`src/rtl/ps2_keybuf_if.sv`:
```
// ps2_keybuf_if -- bundle of the keyboard code buffer's data/handshake signals.
//
// master : producer/consumer side (drives codes, pop requests, overflow clear)
// slave  : the buffer itself
//
// Signals
//   in_data   [7:0]  ASCII code from the PS/2 decoder, 8'h00 = unmapped key
//   in_valid         one-cycle strobe qualifying in_data
//   rd_en            pop request
//   clr_ovf          one-cycle strobe clearing the overflow flag
//   rd_data   [7:0]  oldest stored code (show-ahead)
//   empty / full     occupancy flags
//   count     [AW:0] occupancy, 0..DEPTH
//   overflow         sticky "code dropped because full" flag
//   key_total [15:0] running count of accepted codes, wraps
interface ps2_keybuf_if #(
  parameter int unsigned AW = 3
);
  logic [7:0]  in_data;
  logic        in_valid;
  logic        rd_en;
  logic        clr_ovf;
  logic [7:0]  rd_data;
  logic        empty;
  logic        full;
  logic [AW:0] count;
  logic        overflow;
  logic [15:0] key_total;

  modport master (
    output in_data,
    output in_valid,
    output rd_en,
    output clr_ovf,
    input  rd_data,
    input  empty,
    input  full,
    input  count,
    input  overflow,
    input  key_total
  );

  modport slave (
    input  in_data,
    input  in_valid,
    input  rd_en,
    input  clr_ovf,
    output rd_data,
    output empty,
    output full,
    output count,
    output overflow,
    output key_total
  );
endinterface

```
`src/rtl/ps2_keybuf.sv`:
```
// ps2_keybuf -- show-ahead FIFO buffering ASCII key codes from a PS/2 decoder.
//
// Unmapped keys (code 8'h00) are filtered out. Codes arriving while the buffer
// is full are dropped and latch a sticky overflow flag, unless a pop happens in
// the same cycle, in which case both the pop and the write take place.
// key_total counts every code actually stored.
//
// Ports
//   clk    rising-edge clock
//   reset  asynchronous, active-low reset (clears pointers, count, flags,
//          key_total; storage array is not cleared)
//   bus    ps2_keybuf_if.slave -- data, handshake and status signals
//
// Parameters
//   DEPTH  entry count, power of two in 2..256
//   AW     pointer width, must equal log2(DEPTH)
module ps2_keybuf #(
  parameter int unsigned DEPTH = 8,
  parameter int unsigned AW    = 3
) (
  input  logic          clk,
  input  logic          reset,
  ps2_keybuf_if.slave   bus
);

  localparam logic [AW:0] FullCount = (AW + 1)'(DEPTH);

  // Storage and state
  logic [7:0]    mem [DEPTH];
  logic [AW-1:0] wptr_q, wptr_d;
  logic [AW-1:0] rptr_q, rptr_d;
  logic [AW:0]   count_q, count_d;
  logic          overflow_q, overflow_d;
  logic [15:0]   key_total_q, key_total_d;

  // Decoded events
  logic empty;
  logic full;
  logic wr_req;    // valid, mapped code offered
  logic pop;       // pop actually performed
  logic wr;        // code actually stored
  logic ovf_set;   // code dropped because full

  // Flags come from the registered count only, so no input reaches them.
  assign empty = (count_q == '0);
  assign full  = (count_q == FullCount);

  always_comb begin
    wr_req  = bus.in_valid && (bus.in_data != 8'h00);
    pop     = bus.rd_en && !empty;
    // A same-cycle pop frees the slot the write needs when full.
    wr      = wr_req && (!full || pop);
    ovf_set = wr_req && full && !pop;
  end

  always_comb begin
    wptr_d      = wptr_q;
    rptr_d      = rptr_q;
    count_d     = count_q;
    overflow_d  = overflow_q;
    key_total_d = key_total_q;

    if (wr) begin
      wptr_d      = wptr_q + AW'(1);
      key_total_d = key_total_q + 16'd1;
    end
    if (pop) begin
      rptr_d = rptr_q + AW'(1);
    end

    unique case ({wr, pop})
      2'b10:   count_d = count_q + (AW + 1)'(1);
      2'b01:   count_d = count_q - (AW + 1)'(1);
      default: count_d = count_q;
    endcase

    // Setting wins over a same-cycle clear so a drop is never lost.
    if (ovf_set) begin
      overflow_d = 1'b1;
    end else if (bus.clr_ovf) begin
      overflow_d = 1'b0;
    end
  end

  always_ff @(posedge clk or negedge reset) begin
    if (!reset) begin
      wptr_q      <= '0;
      rptr_q      <= '0;
      count_q     <= '0;
      overflow_q  <= 1'b0;
      key_total_q <= '0;
    end else begin
      wptr_q      <= wptr_d;
      rptr_q      <= rptr_d;
      count_q     <= count_d;
      overflow_q  <= overflow_d;
      key_total_q <= key_total_d;
    end
  end

  // Storage is deliberately not reset; the write is gated by reset so that
  // inputs held during reset leave no trace.
  always_ff @(posedge clk) begin
    if (wr && reset) begin
      mem[wptr_q] <= bus.in_data;
    end
  end

  assign bus.rd_data   = mem[rptr_q];
  assign bus.empty     = empty;
  assign bus.full      = full;
  assign bus.count     = count_q;
  assign bus.overflow  = overflow_q;
  assign bus.key_total = key_total_q;

endmodule

```
`src/flat_wrapper.sv`:
```
// flat-port wrapper written by rule: the top's interface ports become plain ports
module ps2_keybuf_flat 
#(
  parameter int unsigned DEPTH = 8,
  parameter int unsigned AW    = 3
)
  (clk, reset, bus_in_data, bus_in_valid, bus_rd_en, bus_clr_ovf, bus_rd_data, bus_empty, bus_full, bus_count, bus_overflow, bus_key_total);
  ps2_keybuf_if #(.AW(AW)) bus_i ();
  input  logic clk;
  input  logic reset;
  input wire logic [$bits(bus_i.in_data)-1:0] bus_in_data;
  input wire logic [$bits(bus_i.in_valid)-1:0] bus_in_valid;
  input wire logic [$bits(bus_i.rd_en)-1:0] bus_rd_en;
  input wire logic [$bits(bus_i.clr_ovf)-1:0] bus_clr_ovf;
  output wire logic [$bits(bus_i.rd_data)-1:0] bus_rd_data;
  output wire logic [$bits(bus_i.empty)-1:0] bus_empty;
  output wire logic [$bits(bus_i.full)-1:0] bus_full;
  output wire logic [$bits(bus_i.count)-1:0] bus_count;
  output wire logic [$bits(bus_i.overflow)-1:0] bus_overflow;
  output wire logic [$bits(bus_i.key_total)-1:0] bus_key_total;
  assign bus_i.in_data = bus_in_data;
  assign bus_i.in_valid = bus_in_valid;
  assign bus_i.rd_en = bus_rd_en;
  assign bus_i.clr_ovf = bus_clr_ovf;
  assign bus_rd_data = bus_i.rd_data;
  assign bus_empty = bus_i.empty;
  assign bus_full = bus_i.full;
  assign bus_count = bus_i.count;
  assign bus_overflow = bus_i.overflow;
  assign bus_key_total = bus_i.key_total;
  ps2_keybuf #(.DEPTH(DEPTH), .AW(AW)) u_core (.clk(clk), .reset(reset), .bus(bus_i));
endmodule
```
`config.mk`:
```
export PLATFORM = sky130hd
export DESIGN_NAME = ps2_keybuf_flat
export DESIGN_NICKNAME = d
export VERILOG_FILES = /design/src/rtl/ps2_keybuf_if.sv /design/src/rtl/ps2_keybuf.sv /design/src/flat_wrapper.sv
export SDC_FILE = /design/constraint.sdc
export NUM_CORES = 1
export LEC_CHECK = 0
export CAP_MARGIN = 20
export CORE_UTILIZATION = 45
export CTS_BUF_LIST = sky130_fd_sc_hd__clkbuf_2
export DETAILED_ROUTE_END_ITERATION = 6
export PLACE_DENSITY = 0.7
export RECOVER_POWER = 25
export SYNTH_ARGS = -nofsm -noshare
export SYNTH_HDL_FRONTEND = slang
export SYNTH_SLANG_ARGS = --single-unit
```
`constraint.sdc`:
```
create_clock -name clk -period 4.9 [get_ports clk]
set_clock_uncertainty 0.2 [all_clocks]
set_input_delay 0.98 -clock clk [delete_from_list [all_inputs] [get_ports clk]]
set_output_delay 0.98 -clock clk [all_outputs]
set_load 0.005 [all_outputs]
```
# [Word-level counts from Yosys, hierarchy flattened]
# Memories as Yosys holds them, arrays and structs flattened.
# Index checks and enable logic that the tools add are counted.
[word_totals] reg_bits=27 latchBits=0 ramBits=64 rom_bits=0 inputBits=13 word_cells=33 memories=1
[op_classes] addsub=5 n_mul=0 div=0 n_lt_le_gt_ge=0 n_eq_ne=3 shifts=0 n_mux=5 n_bitwise=0 n_reduce_logical=14
[mem_list] memory="u_core.mem" words=8 width=8 read_ports=1 rd_ports_with_merged_regs=0 wr=1 line_no="ps2_keybuf.sv:29" text="logic [7:0] mem [DEPTH];"
[op_table] op="adder 16 x 1 -> 16 bit (second input constant)" n=1
[op_table] op="one-hot mux 4 bit (2 select lines)" n=1
[op_table] op="nonzero test 8 bit" n=1
[op_table] op="adder 3 x 1 -> 3 bit (second input constant)" n=2
[op_table] op="logical AND 1 bit" n=6
[op_table] op="adder 4 x 1 -> 4 bit (second input constant)" n=1
[op_table] op="== test 4 bit (second input constant)" n=1
[op_table] op="logical NOT 4 bit" n=1
[op_table] op="two-way mux 1 bit" n=4
[op_table] op="nonzero test 2 bit" n=2
[op_table] op="subtractor 4 x 1 -> 4 bit (second input constant)" n=1
[op_table] op="logical NOT 1 bit" n=3
[op_table] op="== test 2 x 1 -> 1 bit (second input constant)" n=1
[op_table] op="== test 2 bit (second input constant)" n=1
[op_table] op="logical OR 1 bit" n=1

# [Logic depth before layout (Yosys ltp)]
# Gate-level depths: netlist of run 1.
[logic_depth] ltp_word=8 depth_mapped=9

# [Worst setup path before layout of run 1]
# Ideal clock, no wire load.
[synth_path] path_type="input -> register" startpoint="input bus_in_data[5]" endpoint="register u_core.count_q[3], in the netlist u_core.bus.count[3]" setup_ns=0.090 arrival_time_ns=3.146 required_time_ns=4.610 setup_slack_ns=1.464 cell_stages=9 cell_sequence="or4_1 o21ai_1 nand2_1 inv_1 ha_1 a21o_1 a21o_1 or4_1 o2111ai_1"
[synth_between] elab_chain_len=5
[synth_lines] element="start, declared" line_no="flat_wrapper.sv:11" text="input wire logic [$bits(bus_i.in_data)-1:0] bus_in_data;"
[synth_lines] element="nonzero test 8 bit (*)" line_no="ps2_keybuf.sv:49" text="wr_req = bus.in_valid && (bus.in_data != 8'h00);"
[synth_lines] element="logical AND 1 bit (*)" line_no="ps2_keybuf.sv:49"
[synth_lines] element="logical AND 1 bit (*)" line_no="ps2_keybuf.sv:52" text="wr = wr_req && (!full || pop);"
[synth_lines] element="== test 2 x 1 -> 1 bit or == test 2 bit (tied branches)" line_no="ps2_keybuf.sv:71" text="unique case ({wr, pop})"
[synth_lines] element="one-hot mux 4 bit (2 select lines) or nonzero test 2 bit (tied branches)"
[synth_lines] element="end signal, assigned" line_no="ps2_keybuf.sv:95" text="count_q <= count_d;"
[synth_lines] element="end, declared" line_no="ps2_keybuf.sv:32" text="logic [AW:0] count_q, count_d;"
# Every way passes the cells marked *; elsewhere a longest branch is shown, timed or not.
# A chain may end at the register's enable or synchronous reset.

# [Worst setup path after layout of run 1]
[layout_path] startpoint="register u_core.rptr_q[1]" endpoint="output bus_rd_data[2]"
[layout_between] elab_chain_len=1
[layout_lines] element="start, declared" line_no="ps2_keybuf.sv:31" text="logic [AW-1:0] rptr_q, rptr_d;"
[layout_lines] element="start signal, assigned" line_no="ps2_keybuf.sv:94" text="rptr_q <= rptr_d;"
[layout_lines] element="memory (8 x 8 bit)"
[layout_lines] element="end, declared" line_no="flat_wrapper.sv:15" text="output wire logic [$bits(bus_i.rd_data)-1:0] bus_rd_data;"
# Every way passes these cells.

==> metrics.txt, run 1 <==
Pleak 0.00167 uW; TritonCTS Buffers 9; Setup TNS 0 ps; register area share after synthesis 67.7%; area share of fa/ha/maj cells after synthesis 2.15%; Max stage delay on crit path 950 ps; Initial Util 46.7%; fillers 659; Placer Congestion 0.838; initial antenna violation count 0; synthesized area 3830 um2; fraction of the mapped netlist area in simple logic gates 8.48%; flops & latches, synth 91; row count 33; mux cell area share after synthesis 12.9%; top post-synthesis cells by area edfxtp_1 50%, dfrtp_1 18%, mux4_2 9.4%; WP data arrival 2620 ps; final setup margin 1100 ps; vias in the first global route 2157; CTS tree done; Compound-Gate Fraction of Synth Area 2.19%; RSZ-0062 raised after global routing no; Die ar. 8900 um2; Setup WS pre-CTS 681 ps; die height 94.3 um; Antenna Violating Nets Remaining 0; main combinational cell family by area after synthesis multiplexers; Crit path depth 3; total track usage 17.8%; Worst setup EP type primary output; Hold Vio Cnt, Final 0; clock buffer depth 2; Post-CTS Hold Fix Bufs 0; startpoint types flip-flop; layout cell share with drive strength beyond 1 18.4%; R2R depth 5; FMAX 0.263 GHz; Core ar. 8220 um2; Yosys top cell area share 50.1%; TritonRoute pass-1 iters 4; Slew headroom 34.6%; worst skew pair latency 520 ps; power per cell area 482 nW/um2; post-DP HPWL 4.80 mm; area leader, netlist edfxtp_1; worst path buffer plus inverter count 1; synth warn 0; die width 94.3 um; Post-synth EDFFs 64; part of the cycle the worst path needs 77.5%; Area Growth Syn to Fin 18.5%; FF/Latch Area 2600 um2; max-slew violations 0; final setup violation count 0; clk root buf clkbuf_2; maximum number of pins on one net before global-route repair 23; Post-Syn Area per Cell 16.6 um2; worst-path fanout max 18; Vias/cell 5.36; Cell Chain, Critical Path mux4_2 > mux2_2 > clkdlybuf4s50_1; setup bufs post-CTS 0; CP top delay family flip-flops; asr flop ratio synth 29.7%; syn nets 250; Post-Synth XOR/XNOR Area 4.80%; Crit Path Class reg -> out; H-tree depth 3; ys flop type edfxtp_1; I/O Buffers 43; final period demand of the worst path 3800 ps; CTS sink cnt 91; first-pass GRT wire length 11.4 mm; most common cell in the netlist edfxtp_1; n_diodes 0; Mapped Cells 231; # nets final 307; Reg clk slew, reported paths 260 ps; Resize count post-CTS 0; number of cells on the worst hold path 1; Boundary Pins 44; drt drc 0; status finished, final reports clean; total number of vias 2133; Peak VDD IR 0.000279 V; max-cap violation count 0; final wirelength 7.09 mm; Worst Tran Pin Value 974 ps; Slowest-stage cell, CP dfrtp_1; Avg WL per Cell 17.8 um; GR Overflow Total 0; Starting DRT DRC Count 94; synth cell count leaders 64 x edfxtp_1, 27 x dfrtp_1, 19 x nand2_1; Critical Path RT 3720 ps; HP Class reg -> reg; Cell variety after synth 40; area of the multi-input gates 1170 um2
cell usage in the layout (no fill, tap or decap), types with 2 or more instances in the layout:
cell / n
edfxtp_1: 64
clkdlybuf4s50_1: 35
dfrtp_1: 27
nand2_1: 19
mux4_2: 16
xnor2_1: 12
buf_4: 10
nor2_1: 9
xor2_1: 9
clkbuf_2: 9
inv_1: 8
mux2_2: 8
dlygate4sd3_1: 8
nand3_1: 6
nor4_1: 5
ha_1: 5
or4_1: 4
nor3_1: 4
inv_6: 3
nand2b_1: 2
and3_1: 2
nand4_1: 2
nor4b_1: 2
and4_1: 2
a21o_1: 2
inv_8: 2
clkinv_4: 2
sequential cells by signal, indices dropped and copies added, names as in the netlist:
signal,cells
u_core.mem,64
u_core.bus.key_total,16
u_core.bus.count,4
u_core.rptr_q,3
u_core.wptr_q,3
u_core.bus.overflow,1
final timing paths:
kind                                           from                  endpoint  slack [ps]
max                                u_core.rptr_q[1]            bus_rd_data[2]        1100
min                        u_core.bus.key_total[15]  u_core.bus.key_total[15]         280
max reg2reg                     u_core.bus.count[3]          u_core.mem[6][5]        1920
min reg2reg                u_core.bus.key_total[15]  u_core.bus.key_total[15]         280
max in group asynchronous                     reset          u_core.rptr_q[2]        3300
min in group asynchronous                     reset          u_core.wptr_q[1]         550
cell type report:
type	count	share of cell area, %
clock buffers	9	0.991
multi-input cells	125	25.7
flip-flops and latches	91	57.1
inverters	8	0.661
clock inverters	7	1.46
repair buffers	53	11.1
well taps	105	2.89
routing by layer:
layer	track usage [%]	vias up	share of wire (%)
li1	-	1002	-
met1	23.3	1086	44
met2	29.0	41	52
met3	3.48	4	3.8
met4	7.56	0	0.70
met5	0	-	0
metrics by stage:
step	std cells	power [uW]	util, %	hold WS (ps)	area [um2]
after CTS	398	2220	55.3	290	4550
after global routing	398	2330	55.3	314	4550
final	398	2190	55.3	284	4550
after global placement	382	1850	54.0	257	4430
after floorplan	231	1520	-	257	3830
after detailed placement	382	1870	54.0	257	4430
logic make-up after synthesis:
family,count (synthesis)
AO/OA/AOI/OAI,10
XOR/XNOR,21
adder cells (fa/ha/maj),6
AND/OR/NAND/NOR,61
flip-flops,91
multiplexers,27
buffers and inverters,15
where the power goes:
| group | internal (uW) | leakage, uW | switching (uW) |
|---|---|---|---|
| Sequential | 939 | 0.000908 | 146 |
| Clock | 83.2 | 0.0000713 | 272 |
| Combinational | 473 | 0.000691 | 278 |
Note: power is estimated with default switching activity, not from simulation.
==> run 2: changes to the inputs <==
--- a/config.mk
+++ b/config.mk
@@ -9,7 +9,7 @@
 export CORE_UTILIZATION = 45
 export CTS_BUF_LIST = sky130_fd_sc_hd__clkbuf_2
 export DETAILED_ROUTE_END_ITERATION = 6
-export PLACE_DENSITY = 0.7
+export PLACE_DENSITY = 0.73
 export RECOVER_POWER = 25
 export SYNTH_ARGS = -nofsm -noshare
 export SYNTH_HDL_FRONTEND = slang
==> constraint.sdc (replaced) <==
create_clock -name clk -period 3.2 [get_ports clk]
set_clock_uncertainty 0.2 [all_clocks]
set_input_delay 0.64 -clock clk [delete_from_list [all_inputs] [get_ports clk]]
set_output_delay 0.64 -clock clk [all_outputs]
set_load 0.005 [all_outputs]
==> run 2 against run 1 <==
Against the previous run: global-route usage decreased by 0.30 points; via count increased by 3.0%; wire length increased by 1.9%; hold slack gained 18 ps.
==> metrics.txt, run 2 (synthesis results as in run 1) <==
total number of vias 2197 (+3.0%); clock buffer depth 2 (unchanged); number of cells on the worst hold path 1 (unchanged); R2R depth 9 (+4); Resize count post-CTS 8 (+8); Largest register FFs 64 (unchanged); power per cell area 731 nW/um2 (+52%); worst-path fanout max 18 (unchanged); final setup violation count 0 (unchanged); Slew headroom 36.4% (+1.8 points); CTS tree done; Initial Util 46.7% (unchanged); Post-CTS Hold Fix Bufs 0 (unchanged); FMAX 0.325 GHz; RSZ-0062 raised after global routing no; Area Growth Syn to Fin 22.1%; most common cell after layout, fill and taps aside edfxtp_1; worst skew pair latency 510 ps (about the same); Hold Vio Cnt, Final 0 (unchanged); final setup margin 128 ps (-974 ps); clk root buf clkbuf_2; die width 94.3 um (unchanged); post-DP HPWL 4.77 mm (-0.60%); drt drc 0 (unchanged); WP data arrival 2230 ps (-390 ps); Worst setup EP type primary output; Critical Path RT 2360 ps (-1360 ps); TritonRoute pass-1 iters 4 (unchanged); setup bufs post-CTS 0 (unchanged); Reg clk slew, reported paths 240 ps (-20 ps); max-slew violations 0 (unchanged); final wirelength 7.23 mm (+1.9%); status finished, final reports clean; Boundary Pins 44 (unchanged); H-tree depth 3 (unchanged); I/O Buffers 43 (unchanged); Antenna Violating Nets Remaining 0 (unchanged); HP Class reg -> reg; Setup WS pre-CTS -395 ps (-1080 ps); GR Overflow Total 0 (unchanged); TritonCTS Buffers 9 (unchanged); die height 94.3 um (unchanged); initial antenna violation count 0 (unchanged); first-pass GRT wire length 11.2 mm (-1.8%); vias in the first global route 2188 (+1.4%); final period demand of the worst path 3070 ps; maximum number of pins on one net before global-route repair 29 (+26%); max-cap violation count 0 (unchanged); startpoint types flip-flop; n_diodes 0 (unchanged); Hold Path Origin u_core.wptr_q[2]; Crit Path Class reg -> out; Biggest register u_core.mem; total track usage 17.5% (-0.30 points); Die ar. 8900 um2 (unchanged); Setup TNS 0 ps (unchanged); worst reg-to-reg setup slack 530 ps (-1390 ps); Avg WL per Cell 17.5 um (-1.8%); most frequent cells in the layout 64 x edfxtp_1, 30 x clkdlybuf4s50_1, 27 x dfrtp_1; Placer Congestion 0.760 (-9.3%); Worst Tran Pin Value 951 ps (-23.5 ps); layout cell share with drive strength beyond 1 21.1% (+2.7 points); Hold EP u_core.wptr_q[2]; hold slack final 302 ps (+17.7 ps); part of the cycle the worst path needs 96.0%; Peak VDD IR 0.000426 V (+53%); R2R Path Start u_core.bus.count[0]; row count 33 (unchanged); Starting DRT DRC Count 118 (+26%); Pleak 0.00175 uW (+4.8%); Core ar. 8220 um2 (unchanged); Reg-to-Reg End u_core.bus.count[3]; # nets final 322 (+4.9%); CTS sink cnt 91 (unchanged); Vias/cell 5.32 (-0.74%)
-- run 2: where the power goes --
part | switching, uW | internal, uW | total, uW
Combinational | 485 | 719 | 1200
Sequential | 177 | 1440 | 1620
Clock | 406 | 195 | 601
Total | 1070 | 2350 | 3420
-- run 2: layout make-up --
class / count / area [um2]
fill: 657 / 3530
sequential: 91 / 2600
multi-input combinational: 125 / 1170
timing repair buffer: 68 / 631
tap: 105 / 131
clock inverter: 7 / 78.8
clock buffer: 9 / 45.0
inverter: 8 / 30.0
-- run 2: per-stage QoR --
| step | cells | power [uW] | utilization, % | cell area [um2] |
|---|---|---|---|---|
| after CTS | 413 | 3470 | 57.2 | 4700 |
| after floorplan | 231 | 2320 | - | 3830 |
| after detailed placement | 397 | 2930 | 55.8 | 4580 |
| after global placement | 397 | 2890 | 55.8 | 4580 |
| final | 413 | 3420 | 57.0 | 4680 |
| after global routing | 413 | 3620 | 57.0 | 4680 |
-- run 2: critical path, stage by stage, from the launching register on --
cell	delay (ps)
dfrtp_1	430
buf_12	200
mux4_2	530
mux2_2	290
dlygate4sd2_1	270
-- run 2: per-layer routing --
layer	vias to the layer above	share of wire [%]	global-route usage, %
met2	49	49	28.7
li1	1032	-	-
met3	9	4.1	2.67
met1	1107	46	23.5
met4	0	1.2	6.92
met5	-	0	0
-- run 2: worst max path at each step --
stage                                      to  depth (start not counted)             start  slack [ps]
final                          bus_rd_data[5]                          4  u_core.rptr_q[0]         130
after global routing           bus_rd_data[5]                          4  u_core.rptr_q[0]          30
after CTS                      bus_rd_data[5]                          4  u_core.rptr_q[0]          70
after detailed placement  u_core.bus.count[3]                         10    bus_in_data[4]        -400
after global placement    u_core.bus.count[3]                         10    bus_in_data[4]        -260
after floorplan           u_core.bus.count[3]                          9    bus_in_data[5]         100
==> run 3: changes to the inputs <==
--- a/config.mk
+++ b/config.mk
@@ -9,7 +9,8 @@
 export CORE_UTILIZATION = 45
 export CTS_BUF_LIST = sky130_fd_sc_hd__clkbuf_2
 export DETAILED_ROUTE_END_ITERATION = 6
-export PLACE_DENSITY = 0.73
+export MAX_ROUTING_LAYER = met4
+export PLACE_DENSITY = 0.7
 export RECOVER_POWER = 25
 export SYNTH_ARGS = -nofsm -noshare
 export SYNTH_HDL_FRONTEND = slang
==> constraint.sdc (replaced) <==
create_clock -name clk -period 3 [get_ports clk]
set_clock_uncertainty 0.2 [all_clocks]
set_input_delay 0.6 -clock clk [delete_from_list [all_inputs] [get_ports clk]]
set_output_delay 0.6 -clock clk [all_outputs]
set_load 0.005 [all_outputs]
==> run 3 against run 2 <==
Against the previous run: the flow now finishes with violations (setup timing); non-clock buffer count up 26; first-iteration DRC count down 12%; critical path depth up 1; clock power down 2%; die area unchanged; setup slack worse by 130 ps; register-to-register slack worse by 40 ps; core utilization up 3.3 points; power up 18%; global-route usage up 1.9 points.
==> metrics.txt, run 3 (synthesis results as in run 1) <==
status finished, violations left; failing checks setup timing; hold slack final 293 ps (-8.99 ps); power per cell area 813 nW/um2 (+11%); Initial Util 46.7% (unchanged); Placer Congestion 0.758 (-0.25%); Starting DRT DRC Count 104 (-12%); Biggest register u_core.mem; maximum number of pins on one net before global-route repair 28 (-3.4%); # nets final 348 (+8.1%); Largest register FFs 64 (unchanged); Reg clk slew, reported paths 250 ps (about the same); Peak VDD IR 0.000410 V (-3.7%); final period demand of the worst path 3000 ps; CTS tree done; Post-CTS Hold Fix Bufs 0 (unchanged); Hold Vio Cnt, Final 0 (unchanged); post-DP HPWL 4.98 mm (+4.5%); die height 94.3 um (unchanged); die width 94.3 um (unchanged); R2R depth 5 (-4); Crit Path Class reg -> out; FMAX 0.333 GHz; Die ar. 8900 um2 (unchanged); row count 33 (unchanged); layout cell share with drive strength beyond 1 29.3% (+8.2 points); final setup margin -1.29 ps (-129 ps); initial antenna violation count 0 (unchanged); Core ar. 8220 um2 (unchanged); most frequent cells in the layout 64 x edfxtp_1, 28 x buf_4, 26 x clkdlybuf4s50_1; total number of vias 2284 (+4.0%); H-tree depth 3 (unchanged); CTS sink cnt 91 (unchanged); GR Util met3 3.88% (+1.2 points); total track usage 19.4% (+1.9 points); RSZ-0062 raised after global routing yes; Slew headroom 4.56% (-32 points); Area Growth Syn to Fin 29.1%; I/O Buffers 43 (unchanged); first-pass GRT wire length 11.9 mm (+5.9%); startpoint types flip-flop; Worst setup EP type primary output; Worst Tran Pin Value 1430 ps (+481 ps); busiest grt layer met2; TritonCTS Buffers 9 (unchanged); part of the cycle the worst path needs 100%; TritonRoute pass-1 iters 4 (unchanged); Antenna Violating Nets Remaining 0 (unchanged); final setup violation count 1 (+1); number of cells on the worst hold path 1 (unchanged); drt drc 0 (unchanged); vias in the first global route 2291 (+4.7%); Pleak 0.00192 uW (+9.5%); grt met2 use 30.0% (+1.3 points); GR Overflow Total 0 (unchanged); Setup TNS -1.29 ps (-1.29 ps); clock buffer depth 2 (unchanged); WP data arrival 2200 ps (-30 ps); max-cap violation count 0 (unchanged); met1 Use GR 25.0% (+1.6 points); worst-path fanout max 5 (-13); clk root buf clkbuf_2; n_diodes 0 (unchanged); final core occ 60.3% (+3.3 points); Vias/cell 5.20 (-2.2%); Boundary Pins 44 (unchanged); max-slew violations 0 (unchanged); Tot Pwr 4020 uW (+18%); worst skew pair latency 540 ps (+30 ps); Avg WL per Cell 17.6 um (+0.38%); Critical Path RT 2200 ps (-160 ps); HP Class reg -> reg; most common cell after layout, fill and taps aside edfxtp_1; final wirelength 7.71 mm (+6.7%)
==> run 3: changes by cell type in the layout (fill, tap and decap cells not counted), moves of 4 or more <==
cell,before,now
clkbuf_1,4,9
buf_6,0,15
dlygate4sd2_1,8,0
buf_4,18,28
clkdlybuf4s50_1,30,26
mux2_4,0,6
mux2_2,8,2
==> run 3: final cells by class <==
cell class | count | area, um2
Fill cell | 618 | 3260
Sequential cell | 91 | 2600
Multi-Input combinational cell | 125 | 1200
Timing Repair Buffer | 94 | 876
Tap cell | 105 | 131
Clock inverter | 7 | 67.6
Clock buffer | 9 | 45.0
Inverter | 8 | 30.0
==> run 3: power breakdown <==
part	total, uW	switching (uW)	leakage (uW)	internal (uW)
logic	1700	610	0.000944	1090
clock network	586	455	0.0000667	131
registers	1740	201	0.000906	1540
==> run 3: timing repair <==
action                                  4_1_cts  5_1_grt
pin swaps                                     1        0
resized for setup                            55        8
gates cloned                                  1        0
setup buffers                                16        1
endpoints found under the setup margin        9       10
==> run 3: path summary, 6_finish.rpt <==
check / startpoint / end / slack (ps)
worst max-delay path: u_core.rptr_q[0] / bus_rd_data[5] / -1
worst min-delay path: u_core.bus.key_total[15] / u_core.bus.key_total[15] / 290
worst max register to register: u_core.bus.count[3] / u_core.mem[4][0] / 490
worst min register to register: u_core.bus.key_total[15] / u_core.bus.key_total[15] / 290
max in group asynchronous: reset / u_core.rptr_q[0] / 870
min in group asynchronous: reset / u_core.bus.key_total[14] / 820
==> run 3: per-layer routing <==
layer  vias to the layer above  routed length (um)
met2                        66                3790
met3                         6                 446
met4                         0                  79
li1                       1082                   -
met5                         -                   0
met1                      1130                3400
==> run 3: worst max-delay path, stage by stage, from the launching register on <==
cell,delay (ps)
dfrtp_2,510
clkbuf_16,180
buf_4,100
mux4_2,480
mux2_4,280
buf_6,120
==> run 3: stage by stage <==
stage	instance area (um2)	cells	setup slack, ps
3_3_place_gp	4640	405	-384
3_5_place_dp	4640	405	-451
4_1_cts	4960	438	-52.3
5_1_grt	4950	439	-93.5
2_1_floorplan	3840	231	4.90
6_report	4950	439	-1.29
